--- src/rtl/wb_select_stage_pkg.sv ---
// Shared encodings for the writeback select stage: source selects and load funct3 codes.
package wb_pkg;

  typedef enum logic [2:0] {
    WB_SEL_ALU  = 3'b000,
    WB_SEL_LOAD = 3'b001,
    WB_SEL_PC   = 3'b010,
    WB_SEL_IMM  = 3'b011,
    WB_SEL_CSR  = 3'b100
  } wb_sel_e;

  localparam logic [2:0] LD_B  = 3'b000;
  localparam logic [2:0] LD_H  = 3'b001;
  localparam logic [2:0] LD_W  = 3'b010;
  localparam logic [2:0] LD_BU = 3'b100;
  localparam logic [2:0] LD_HU = 3'b101;

endpackage

--- src/rtl/wb_select_stage_if.sv ---
// MEM-to-writeback bus; the stage uses the slave modport, the MEM side the master modport.
// o_retire_cnt exists only when WB_RETIRE_CNT_EN is defined.
interface wb_select_stage_if #(
  parameter int WIDTH   = 32,
  parameter int RD_BITS = 5
);

  logic               i_valid;
  logic               i_stall;
  logic               i_flush;
  logic [2:0]         i_sel;
  logic [2:0]         i_funct3;
  logic [1:0]         i_addr_lo;
  logic [WIDTH-1:0]   i_alu_result;
  logic [WIDTH-1:0]   i_mem_data;
  logic [WIDTH-1:0]   i_pc;
  logic [WIDTH-1:0]   i_imm;
  logic [WIDTH-1:0]   i_csr_data;
  logic [RD_BITS-1:0] i_rd;
  logic               i_regwrite;

  logic               o_valid;
  logic               o_we;
  logic [RD_BITS-1:0] o_rd;
  logic [WIDTH-1:0]   o_data;
  logic               o_illegal;
`ifdef WB_RETIRE_CNT_EN
  logic [63:0]        o_retire_cnt;
`endif

  modport master (
`ifdef WB_RETIRE_CNT_EN
    input  o_retire_cnt,
`endif
    output i_valid, i_stall, i_flush, i_sel, i_funct3, i_addr_lo,
    output i_alu_result, i_mem_data, i_pc, i_imm, i_csr_data, i_rd, i_regwrite,
    input  o_valid, o_we, o_rd, o_data, o_illegal
  );

  modport slave (
`ifdef WB_RETIRE_CNT_EN
    output o_retire_cnt,
`endif
    input  i_valid, i_stall, i_flush, i_sel, i_funct3, i_addr_lo,
    input  i_alu_result, i_mem_data, i_pc, i_imm, i_csr_data, i_rd, i_regwrite,
    output o_valid, o_we, o_rd, o_data, o_illegal
  );

endinterface

--- src/rtl/wb_select_stage_load_formatter.sv ---
// Combinational load extraction: picks the byte/half/word at the load offset, extends it,
// and flags misaligned or unknown load types (data forced to zero when flagged).
module load_formatter
  import wb_pkg::*;
#(
  parameter int WIDTH = 32
) (
  input  logic [2:0]       funct3,
  input  logic [1:0]       addr_lo,
  input  logic [WIDTH-1:0] mem_data,
  output logic [WIDTH-1:0] data,
  output logic             illegal
);

  logic [7:0]  byte_sel;
  logic [15:0] half_sel;
  logic [31:0] word_sel;

  assign word_sel = mem_data[31:0];
  assign byte_sel = word_sel[{addr_lo, 3'b000} +: 8];
  assign half_sel = addr_lo[1] ? word_sel[31:16] : word_sel[15:0];

  // Signed casts widen by sign extension; plain casts zero-extend.
  always_comb begin
    data    = '0;
    illegal = 1'b0;
    case (funct3)
      LD_B:  data = WIDTH'($signed(byte_sel));
      LD_BU: data = WIDTH'(byte_sel);
      LD_H: begin
        if (addr_lo[0]) illegal = 1'b1;
        else            data    = WIDTH'($signed(half_sel));
      end
      LD_HU: begin
        if (addr_lo[0]) illegal = 1'b1;
        else            data    = WIDTH'(half_sel);
      end
      LD_W: begin
        if (addr_lo != 2'b00) illegal = 1'b1;
        else                  data    = WIDTH'($signed(word_sel));
      end
      default: illegal = 1'b1;
    endcase
  end

endmodule

--- src/rtl/wb_select_stage.sv ---
// Registered writeback stage: selects the register-file write value and presents it one cycle later.
// Define WB_RETIRE_CNT_EN to add a 64-bit retired-instruction counter (o_retire_cnt).
module wb_select_stage
  import wb_pkg::*;
#(
  parameter int WIDTH   = 32,
  parameter int PC_STEP = 4,
  parameter int RD_BITS = 5
) (
  input logic        i_clk,
  input logic        i_rst,
  wb_select_stage_if.slave bus
);

  logic [WIDTH-1:0] ld_data;
  logic             ld_illegal;
  logic [WIDTH-1:0] sel_data;
  logic             sel_illegal;
  logic             next_we;

  load_formatter #(.WIDTH(WIDTH)) u_load_formatter (
    .funct3   (bus.i_funct3),
    .addr_lo  (bus.i_addr_lo),
    .mem_data (bus.i_mem_data),
    .data     (ld_data),
    .illegal  (ld_illegal)
  );

  // Every select path assigns sel_data, so illegal cases write zero rather than stale data.
  always_comb begin
    sel_data    = '0;
    sel_illegal = 1'b0;
    case (bus.i_sel)
      WB_SEL_ALU:  sel_data = bus.i_alu_result;
      WB_SEL_LOAD: begin
        sel_data    = ld_data;
        sel_illegal = ld_illegal;
      end
      WB_SEL_PC:   sel_data = bus.i_pc + WIDTH'(PC_STEP);
      WB_SEL_IMM:  sel_data = bus.i_imm;
      WB_SEL_CSR:  sel_data = bus.i_csr_data;
      default:     sel_illegal = 1'b1;
    endcase
    if (sel_illegal) sel_data = '0;
  end

  assign next_we = bus.i_valid & bus.i_regwrite & (bus.i_rd != '0) & ~sel_illegal;

  // Flush only clears the control bits; data and rd keep their last value.
  always_ff @(posedge i_clk or posedge i_rst) begin
    if (i_rst) begin
      bus.o_valid   <= 1'b0;
      bus.o_we      <= 1'b0;
      bus.o_rd      <= '0;
      bus.o_data    <= '0;
      bus.o_illegal <= 1'b0;
    end else if (bus.i_flush) begin
      bus.o_valid   <= 1'b0;
      bus.o_we      <= 1'b0;
      bus.o_illegal <= 1'b0;
    end else if (!bus.i_stall) begin
      bus.o_valid   <= bus.i_valid;
      bus.o_we      <= next_we;
      bus.o_rd      <= bus.i_rd;
      bus.o_data    <= sel_data;
      bus.o_illegal <= bus.i_valid & sel_illegal;
    end
  end

`ifdef WB_RETIRE_CNT_EN
  logic [63:0] retire_cnt;

  always_ff @(posedge i_clk or posedge i_rst) begin
    if (i_rst) begin
      retire_cnt <= '0;
    end else if (!bus.i_flush && !bus.i_stall && bus.i_valid && !sel_illegal) begin
      retire_cnt <= retire_cnt + 64'd1;
    end
  end

  assign bus.o_retire_cnt = retire_cnt;
`endif

endmodule

--- src/flat_wrapper.sv ---
// flat-port wrapper written by rule: the top's interface ports become plain ports
module wb_select_stage_flat import wb_pkg::*;
#(
  parameter int WIDTH   = 32,
  parameter int PC_STEP = 4,
  parameter int RD_BITS = 5
)
  (i_clk, i_rst, bus_i_valid, bus_i_stall, bus_i_flush, bus_i_sel, bus_i_funct3, bus_i_addr_lo, bus_i_alu_result, bus_i_mem_data, bus_i_pc, bus_i_imm, bus_i_csr_data, bus_i_rd, bus_i_regwrite, bus_o_valid, bus_o_we, bus_o_rd, bus_o_data, bus_o_illegal);
  wb_select_stage_if #(.WIDTH(WIDTH), .RD_BITS(RD_BITS)) bus_i ();
  input logic i_clk;
  input logic i_rst;
  input wire logic [$bits(bus_i.i_valid)-1:0] bus_i_valid;
  input wire logic [$bits(bus_i.i_stall)-1:0] bus_i_stall;
  input wire logic [$bits(bus_i.i_flush)-1:0] bus_i_flush;
  input wire logic [$bits(bus_i.i_sel)-1:0] bus_i_sel;
  input wire logic [$bits(bus_i.i_funct3)-1:0] bus_i_funct3;
  input wire logic [$bits(bus_i.i_addr_lo)-1:0] bus_i_addr_lo;
  input wire logic [$bits(bus_i.i_alu_result)-1:0] bus_i_alu_result;
  input wire logic [$bits(bus_i.i_mem_data)-1:0] bus_i_mem_data;
  input wire logic [$bits(bus_i.i_pc)-1:0] bus_i_pc;
  input wire logic [$bits(bus_i.i_imm)-1:0] bus_i_imm;
  input wire logic [$bits(bus_i.i_csr_data)-1:0] bus_i_csr_data;
  input wire logic [$bits(bus_i.i_rd)-1:0] bus_i_rd;
  input wire logic [$bits(bus_i.i_regwrite)-1:0] bus_i_regwrite;
  output wire logic [$bits(bus_i.o_valid)-1:0] bus_o_valid;
  output wire logic [$bits(bus_i.o_we)-1:0] bus_o_we;
  output wire logic [$bits(bus_i.o_rd)-1:0] bus_o_rd;
  output wire logic [$bits(bus_i.o_data)-1:0] bus_o_data;
  output wire logic [$bits(bus_i.o_illegal)-1:0] bus_o_illegal;
  assign bus_i.i_valid = bus_i_valid;
  assign bus_i.i_stall = bus_i_stall;
  assign bus_i.i_flush = bus_i_flush;
  assign bus_i.i_sel = bus_i_sel;
  assign bus_i.i_funct3 = bus_i_funct3;
  assign bus_i.i_addr_lo = bus_i_addr_lo;
  assign bus_i.i_alu_result = bus_i_alu_result;
  assign bus_i.i_mem_data = bus_i_mem_data;
  assign bus_i.i_pc = bus_i_pc;
  assign bus_i.i_imm = bus_i_imm;
  assign bus_i.i_csr_data = bus_i_csr_data;
  assign bus_i.i_rd = bus_i_rd;
  assign bus_i.i_regwrite = bus_i_regwrite;
  assign bus_o_valid = bus_i.o_valid;
  assign bus_o_we = bus_i.o_we;
  assign bus_o_rd = bus_i.o_rd;
  assign bus_o_data = bus_i.o_data;
  assign bus_o_illegal = bus_i.o_illegal;
  wb_select_stage #(.WIDTH(WIDTH), .PC_STEP(PC_STEP), .RD_BITS(RD_BITS)) u_core (.i_clk(i_clk), .i_rst(i_rst), .bus(bus_i));
endmodule
--- config.mk ---
export PLATFORM = sky130hd
export DESIGN_NAME = wb_select_stage_flat
export DESIGN_NICKNAME = d
export VERILOG_FILES = /design/src/rtl/wb_select_stage_pkg.sv /design/src/rtl/wb_select_stage_if.sv /design/src/rtl/wb_select_stage_load_formatter.sv /design/src/rtl/wb_select_stage.sv /design/src/flat_wrapper.sv
export SDC_FILE = /design/constraint.sdc
export NUM_CORES = 1
export LEC_CHECK = 0
export CAP_MARGIN = 30
export CORE_UTILIZATION = 33
export CTS_CLUSTER_DIAMETER = 150
export CTS_CLUSTER_SIZE = 24
export DETAILED_ROUTE_END_ITERATION = 7
export GPL_TIMING_DRIVEN = 0
export HOLD_SLACK_MARGIN = 0.15
export PLACE_DENSITY = 0.78
export REMOVE_ABC_BUFFERS = 1
export SETUP_SLACK_MARGIN = 0.1
export SYNTH_ARGS = -nofsm -noshare
export SYNTH_HDL_FRONTEND = slang
export SYNTH_SLANG_ARGS = --single-unit
--- constraint.sdc ---
create_clock -name i_clk -period 1.79 [get_ports i_clk]
set_input_delay 0.179 -clock i_clk [delete_from_list [all_inputs] [get_ports i_clk]]
set_output_delay 0.179 -clock i_clk [all_outputs]
set_load 0.02 [all_outputs]
==> impl_metrics.toml, run 1 <==
[power_and_ir_drop]
p_switching_mw = 1.102
power_frac_seq_pct = 30.8
power_frac_clock_pct = 27.8
power_frac_comb_pct = 41.3
p_leak_nw = 2.617
swShare_pct = 32.74
vdd_ir_drop_max_uv = 401.4
internal-power_mw = 2.264
power_density_mw_per_mm2 = 499.9
power_mw = 3.367

[global_routing]
grt_use_total_pct = 30.15
antenna_found_initial = 0
grt_pass1_vias = 5020
overflow = 0
grt_pass1_wl_um = 27030
grt_max_degree = 41

[route]
num_vias = 5153
ant_nets = 0
drt_iter0_markers = 442
drc = 0
routed_via_density = 6.084
dr.pass1.iters = 5
routed_wl_um = 18670
routedWlPerCell_um = 22.05

[sta]
finalCriticalPeriod_ns = 1.715
timing.setup.tns_ns = 0
timing.slew.headroom_pct = 40.52
fin_ws_ns = 0.07546
skew_ns = 0
hold_viol_final = 0
worst_pin_slew_ns = 0.8909
setup_violations = 0
slew_violations = 0
rsz0062_at_grt = "true"
final.period_utilization_pct = 95.78
max_freq_ghz = 0.5832

[synth]
yosysTopAreaCellShare_pct = 25.96
synth_cell_types = 56
synthTopCellsByArea = "dfrtp_1 (26%), mux2i_1 (9.1%), o21ai_0 (7.0%)"
syn_inst = 485
seq_area_frac_synth_pct = 25.96
ys_warn_count = 0
yosysTopAreaCell = "dfrtp_1"
synth_enable_flop_cells = 0
syn-cell-area_mm2 = 0.003856
async_reset_ff_share_pct = 100.0
synth.avg_cell_area_um2 = 7.951
synth-seq-cells = 40
ys.flop_type = "dfrtp_1"

[floorplan]
fp.dieW_um = 110.1
num_io_pins = 219
die_area_mm2 = 0.01212
row_count = 39
initial_core_util_pct = 33.77
fp.coreArea_mm2 = 0.01142
fp.dieH_um = 110.1

[min_path]
hp-start = "bus_i_addr_lo[0]"
hold_end = "u_core.bus.o_data[6]"
min_path_cells = 4
hold_path_class = "in -> reg"

[setup_path]
r2r.worst_path.cells = 4
cp.arrival_ns = 1.87
cp_max_fo = 4
reg2reg_slack_ns = 0.60
crit_path_end_kind = "flop"
crit_type = "in -> reg"
regToRegStartpoint = "u_core.bus.o_data[19]"
required_ns = 1.95
crit_path_start_kind = "input pin"
timing.rr.end = "u_core.bus.o_data[19]"

[clocking]
cts_made_buffers = 5
htreeDepth = 2
holdBufCountCts = 0
clock-sinks = 40
cts_tree = "done"
cts_root_buf = "clkbuf_16"
cts_buffer_depth = 2
path_clk_slew_ns = 0.07
insertion_delay_ns = 0.28

[placed_design]
dp_slack_ns = -1.533
dpl_cell_area_mm2 = 0.006150
finalWeightedCongestion = 0.9001
portBuffers = 218
dp_cells = 816
dp_hpwl_um = 13630

[run]
max_cap_viol_count = 0

[layout]
fin_nets = 883
final_common_cell = "clkdlybuf4s50_1"
drive_gt1_share_pct = 13.78
final_cells = 847
design_area_mm2 = 0.006734
layout_common_cells = "clkdlybuf4s50_1 (182), nand2_1 (51), o21ai_0 (48)"
areaGrowthSynthToFinish_pct = 74.63
antennaDiodeCount = 0

[outcome]
status = "finished clean"
cells by family after synthesis:
kind of cell,count (synthesis),share of synthesized area [%]
buffers and inverters,43,4.640
AOI/OAI and AO/OA,176,31.83
xor gates and xnor gates,15,3.407
muxes,45,12.30
DFF,40,25.96
adders and majority gates,1,0.3244
and+or+nand+nor,165,21.54
metal layers:
metal  GRT usage (%)  share of wire [%]  vias up
li1                -                  -     2352
met1           36.14                 39     2450
met2           53.57                 48      311
met3           6.290                 10       40
met4           9.774                2.4        0
met5               0                  0        -
critical path, stage by stage:
cell	delay [ns]
clkdlybuf4s50_1	0.53
nand4_1	0.18
buf_4	0.18
buf_4	0.13
nor2_1	0.16
a31oi_1	0.13
a41oi_1	0.24
a32oi_1	0.13
through the flow:
step / hold slack (ns) / util, %
2_1_floorplan: 0.2454 / -
3_3_place_gp: 0.4567 / 53.14
3_5_place_dp: 0.4679 / 53.86
4_1_cts: 0.4130 / 58.25
5_1_grt: 0.4251 / 58.97
6_report: 0.3937 / 58.97
cell usage after synthesis (all sizes together), types with 5 or more instances:
library cell / n
a21oi: 15
a221o: 7
a221oi: 16
a22oi: 9
a31oi: 11
a32oi: 10
and3: 7
and4: 5
buf: 11
clkbuf: 24
dfrtp: 40
inv: 7
mux2: 9
mux2i: 35
nand2: 55
nand3: 18
nand4: 8
nor2: 27
nor3: 8
nor4: 11
o21ai: 54
o221ai: 7
o22ai: 5
o31a: 5
xnor2: 10
xor2: 5
registers in the layout, summed over array words and instances (netlist names):
name                  flops
u_core.bus.o_rd           5
u_core.bus.o_data        32
u_core.bus.o_valid        1
u_core.bus.o_we           1
u_core.bus.o_illegal      1
worst max path at each step:
stage | endpoint | slack (ns) | from | cells after the start
after floorplan | u_core.bus.o_data[26] | -0.12 | bus_i_funct3[2] | 5
after global routing | u_core.bus.o_data[28] | -0.03 | bus_i_pc[24] | 8
after detailed placement | u_core.bus.o_data[16] | -1.53 | bus_i_addr_lo[1] | 6
after global placement | u_core.bus.o_data[25] | -3.27 | bus_i_sel[2] | 4
after CTS | u_core.bus.o_data[12] | 0.10 | bus_i_sel[2] | 8
final | u_core.bus.o_data[28] | 0.08 | bus_i_pc[24] | 8
layout make-up:
class	count	area (µm²)
sequential	40	1001
multi-input combinational	406	2988
inverter	8	30.03
clock buffer	6	138.9
tap	143	178.9
timing repair buffer	242	2387
fill	1072	4684
clock inverter	2	10.01
what timing repair did:
item                                    4_1_cts  5_1_grt
pin swaps                                    16        7
cloned                                        4        0
endpoints found under the setup margin       34       28
setup buffers                                16        3
hold endpoints to repair                      0        0
gates resized for setup                     106       27
power groups by stage:
stage | Clock [mW] | Sequential [mW] | Combinational (mW)
after CTS | 0.959 | 1.04 | 1.37
after global placement | 0 | 1.05 | 1.29
after detailed placement | 0 | 1.05 | 1.31
after floorplan | 0 | 1.15 | 0.385
final | 0.937 | 1.04 | 1.39
after global routing | 0.995 | 1.05 | 1.48
Note: power is estimated with default switching activity, not from simulation.
==> inputs of run 2 (changes only) <==
- RECOVER_POWER: unset -> 100
==> impl_metrics.toml, run 2 (synthesized netlist as in run 1, its figures left out) <==
[sta]
rsz0062_at_grt = "true"
slew_violations = 0
skew_ns = 0
worst_pin_slew_ns = 0.8900
timing.slew.headroom_pct = 40.58
timing.setup.tns_ns = 0
hold_viol_final = 0
setup_violations = 0
max_freq_ghz = 0.5824
final.period_utilization_pct = 95.92
finalCriticalPeriod_ns = 1.717

[layout]
fin_nets = 883
top_regs = "u_core.bus.o_data: 32 flops, u_core.bus.o_rd: 5 flops"
final_core_util_pct = 58.83
areaGrowthSynthToFinish_pct = 74.21
layout.area.seq_mm2 = 0.001001
largest_register_ffs = 32
layout_common_cells = "clkdlybuf4s50_1 (141), nand2_1 (51), o21ai_0 (49)"
antennaDiodeCount = 0
top_register = "u_core.bus.o_data"
drive_gt1_share_pct = 13.07
final_common_cell = "clkdlybuf4s50_1"
multi_input_area_mm2 = 0.002982
fillerInstances = 1080

[min_path]
hold_path_class = "in -> reg"
hp-start = "bus_i_addr_lo[0]"

[power_and_ir_drop]
power_mw = 3.331
vdd_ir_drop_max_uv = 403.8
power_density_mw_per_mm2 = 495.8
p_leak_nw = 2.700

[global_routing]
grt_pass1_wl_um = 27030
grt_use_total_pct = 30.15
grt_max_degree = 41
grt_pass1_vias = 5020
antenna_found_initial = 0
overflow = 0

[route]
drt_iter0_markers = 411
drc = 0
dr.pass1.iters = 5
routedWlPerCell_um = 22.07
routed_wl_um = 18690
routed_via_density = 6.107
num_vias = 5173
ant_nets = 0

[clocking]
cts_made_buffers = 5
clock-sinks = 40
cts_root_buf = "clkbuf_16"
htreeDepth = 2
cts_tree = "done"
insertion_delay_ns = 0.28
cts_buffer_depth = 2
path_clk_slew_ns = 0.07

[floorplan]
initial_core_util_pct = 33.77
row_count = 39
die_area_mm2 = 0.01212
fp.dieW_um = 110.1
fp.dieH_um = 110.1
num_io_pins = 219
fp.coreArea_mm2 = 0.01142

[setup_path]
crit_path_end_kind = "flop"
cp_max_fo = 4
cp.arrival_ns = 1.87
cp-startpoint = "bus_i_pc[24]"
regToRegStartpoint = "u_core.bus.o_data[19]"
crit_path_start_kind = "input pin"
crit_type = "in -> reg"
required_ns = 1.95

[placed_design]
finalWeightedCongestion = 0.9001
dp_hpwl_um = 13630
portBuffers = 218

[run]
max_cap_viol_count = 0

[outcome]
status = "finished clean"
## run 2: cell types whose count changed in the layout (fill, tap and decap cells not counted), sizes merged
cell	before	now
buf	30	27
clkbuf	7	10
clkdlybuf4s50	182	141
dlygate4sd3	0	41
## run 2: critical path: stages
cell and delay, ns:
clkdlybuf4s50_1 0.53, nand4_1 0.18, buf_4 0.18, buf_4 0.13
nor2_1 0.16, a31oi_1 0.13, a41oi_1 0.25, a32oi_1 0.13
## run 2: area by class of cell
cell class                 count  area share (%)
multi-input combinational    406           44.38
timing repair buffer         242           35.39
sequential                    40           14.90
tap                          143           2.663
clock buffer                   6           2.067
inverter                       8          0.4470
clock inverter                 2          0.1490
## run 2: per-stage QoR
stage	std cells	setup slack (ns)	cell area, µm²	hold slack [ns]
2_1_floorplan	450	-0.1190	3707	0.2454
3_3_place_gp	811	-3.266	6068	0.4567
3_5_place_dp	816	-1.533	6150	0.4679
4_1_cts	844	0.1025	6651	0.4130
5_1_grt	847	-0.03051	6718	0.4238
6_report	847	0.07301	6718	0.4056
## run 2: path summary, 6_finish.rpt
path | end | slack [ns] | depth (start not counted)
worst max-delay path | u_core.bus.o_data[28] | 0.07 | 8
worst min-delay path | u_core.bus.o_data[6] | 0.41 | 4
worst max register to register | u_core.bus.o_data[19] | 0.62 | 4
worst min register to register | u_core.bus.o_rd[2] | 0.48 | 2
max in group asynchronous | u_core.bus.o_data[21] | 0.70 | 2
min in group asynchronous | u_core.bus.o_data[5] | 0.55 | 2
## run 2: power by group
group | switching (mW) | internal [mW]
Clock | 0.388 | 0.551
Combinational | 0.667 | 0.692
Sequential | 0.0457 | 0.988
Total | 1.10 | 2.23
## run 2: metal layers
layer	vias up	wire length, µm	GRT usage, %
met5	-	0	0
met4	0	521	9.774
met3	43	1854	6.290
met2	284	8973	53.57
met1	2489	7341	36.14
li1	2357	-	-
## run 2: what timing repair did
action	in CTS	in global routing
hold endpoints to repair	0	0
setup endpoints to repair	34	28
hold buffers	0	0
pin swaps	16	7
cloned	4	0
gates resized for setup	106	27
buffers inserted	16	3
==> inputs of run 3 (changes only) <==
- CAP_MARGIN: 30 -> unset
==> impl_metrics.toml, run 3 (synthesized netlist as in run 1, its figures left out) <==
[outcome]
status = "finished clean"

[clocking]
cts_buffer_depth = 2
htreeDepth = 2
cts_tree = "done"
insertion_delay_ns = 0.28
cts_root_buf = "clkbuf_16"
holdBufCountCts = 0
clock-sinks = 40
path_clk_slew_ns = 0.06
cts_made_buffers = 5

[min_path]
min_path_cells = 3
hp-start = "bus_i_pc[13]"
hold_path_class = "in -> reg"
hold_end = "u_core.bus.o_data[13]"

[route]
dr.pass1.iters = 5
routed_via_density = 6.137
drc = 0
routed_wl_um = 18640
ant_nets = 0
routedWlPerCell_um = 21.98
num_vias = 5204
drt_iter0_markers = 306

[sta]
setup_violations = 0
timing.slew.headroom_pct = 40.52
skew_ns = 0
hold_viol_final = 0
finalCriticalPeriod_ns = 1.684
max_freq_ghz = 0.5938
rsz0062_at_grt = "true"
worst_pin_slew_ns = 0.8910
final.period_utilization_pct = 94.07
fin_ws_ns = 0.1061
slew_violations = 0
fin_hold_ws_ns = 0.2611

[setup_path]
timing.rr.end = "u_core.bus.o_data[19]"
cp.arrival_ns = 1.88
crit_type = "in -> reg"
regToRegStartpoint = "u_core.bus.o_data[19]"
r2r.worst_path.cells = 4
reg2reg_slack_ns = 0.55
crit_path_end_kind = "flop"
cp_slowest_stage_delay_ns = 0.58
critPathSlowestCell = "or4_4"
required_ns = 1.99
critical-path-top-delay-family = "simple AND/OR/NAND/NOR gates"
crit_path_start_kind = "input pin"
cp_max_fo = 20
crit_buf_inv = 1
worstPathCellList = "buf_8, or2_0, or4_4, a211o_4, a21o_1, o211ai_1"

[layout]
areaGrowthSynthToFinish_pct = 72.84
fin_nets = 884
final_core_util_pct = 58.37
fillerInstances = 1066
design_area_mm2 = 0.006665
antennaDiodeCount = 0
top_register = "u_core.bus.o_data"
largest_register_ffs = 32
final_cells = 848
top_regs = "u_core.bus.o_data: 32 flops, u_core.bus.o_rd: 5 flops"
final_common_cell = "clkdlybuf4s50_1"
drive_gt1_share_pct = 13.19
layout_common_cells = "clkdlybuf4s50_1 (141), nand2_1 (51), o21ai_0 (49)"

[placed_design]
dp_hpwl_um = 13570
dp_slack_ns = -1.651
portBuffers = 218
finalWeightedCongestion = 0.9001
dpl_cell_area_mm2 = 0.006117
dp_cells = 814

[floorplan]
fp.dieW_um = 110.1
die_area_mm2 = 0.01212
fp.coreArea_mm2 = 0.01142
num_io_pins = 219
fp.dieH_um = 110.1
row_count = 39
initial_core_util_pct = 33.77

[global_routing]
antenna_found_initial = 0
grt_pass1_wl_um = 26830
overflow = 0
grt_max_degree = 41
grt_pass1_vias = 5006
grt_use_total_pct = 29.83

[power_and_ir_drop]
vdd_ir_drop_max_uv = 416.5
power_density_mw_per_mm2 = 515.3
p_leak_nw = 2.653

[run]
max_cap_viol_count = 0
==> run 3: routing by layer <==
metal	vias up	track usage (%)	wire, µm	part of all wire [%]
met5	-	0	0	0
met4	0	11.18	618	3.3
met3	44	5.056	2021	11
met2	321	52.10	8846	47
met1	2479	36.64	7148	38
li1	2360	-	-	-
==> run 3: repair_timing <==
item	in CTS	in global routing
resized for setup	106	27
pin swaps	17	10
setup endpoints to repair	34	24
gates cloned	4	0
buffers inserted	15	7
==> run 3: worst min-delay path: cells and delay by family <==
family,cells,cell delay [ns]
buffers and inverters,1,0.14
AO/OA/AOI/OAI,1,0.07
XOR/XNOR,1,0.12
==> run 3: final cells by class <==
class | count | area [µm²] | share of cell area [%]
repair buffers | 243 | 2375 | 35.63
multi-input cells | 406 | 2917 | 43.76
clock inverters | 2 | 35.03 | 0.5256
well taps | 143 | 178.9 | 2.684
flip-flops and latches | 40 | 1001 | 15.02
clock buffers | 6 | 128.9 | 1.934
inverters | 8 | 30.03 | 0.4505
==> run 3: worst max path at each step <==
stage	start	to	slack, ns	cells past startpoint
2_1_floorplan	bus_i_funct3[2]	u_core.bus.o_data[26]	-0.12	5
5_1_grt	bus_i_pc[11]	u_core.bus.o_data[22]	0.05	7
6_report	bus_i_addr_lo[1]	u_core.bus.o_data[11]	0.11	6
3_5_place_dp	bus_i_addr_lo[1]	u_core.bus.o_data[19]	-1.65	5
3_3_place_gp	bus_i_sel[2]	u_core.bus.o_data[25]	-3.27	4
4_1_cts	bus_i_sel[1]	u_core.bus.o_data[19]	0.09	7
==> run 3: per-stage QoR <==
stage	setup TNS, ns	power [mW]
2_1_floorplan	-0.3839	1.538
3_3_place_gp	-103.19	2.338
3_5_place_dp	-46.30	2.361
4_1_cts	0	3.453
5_1_grt	0	3.576
6_report	0	3.435
==> run 3: where the power goes <==
group	internal [mW]	switching (mW)
registers	0.988	0.0452
clock network	0.658	0.403
logic	0.684	0.657
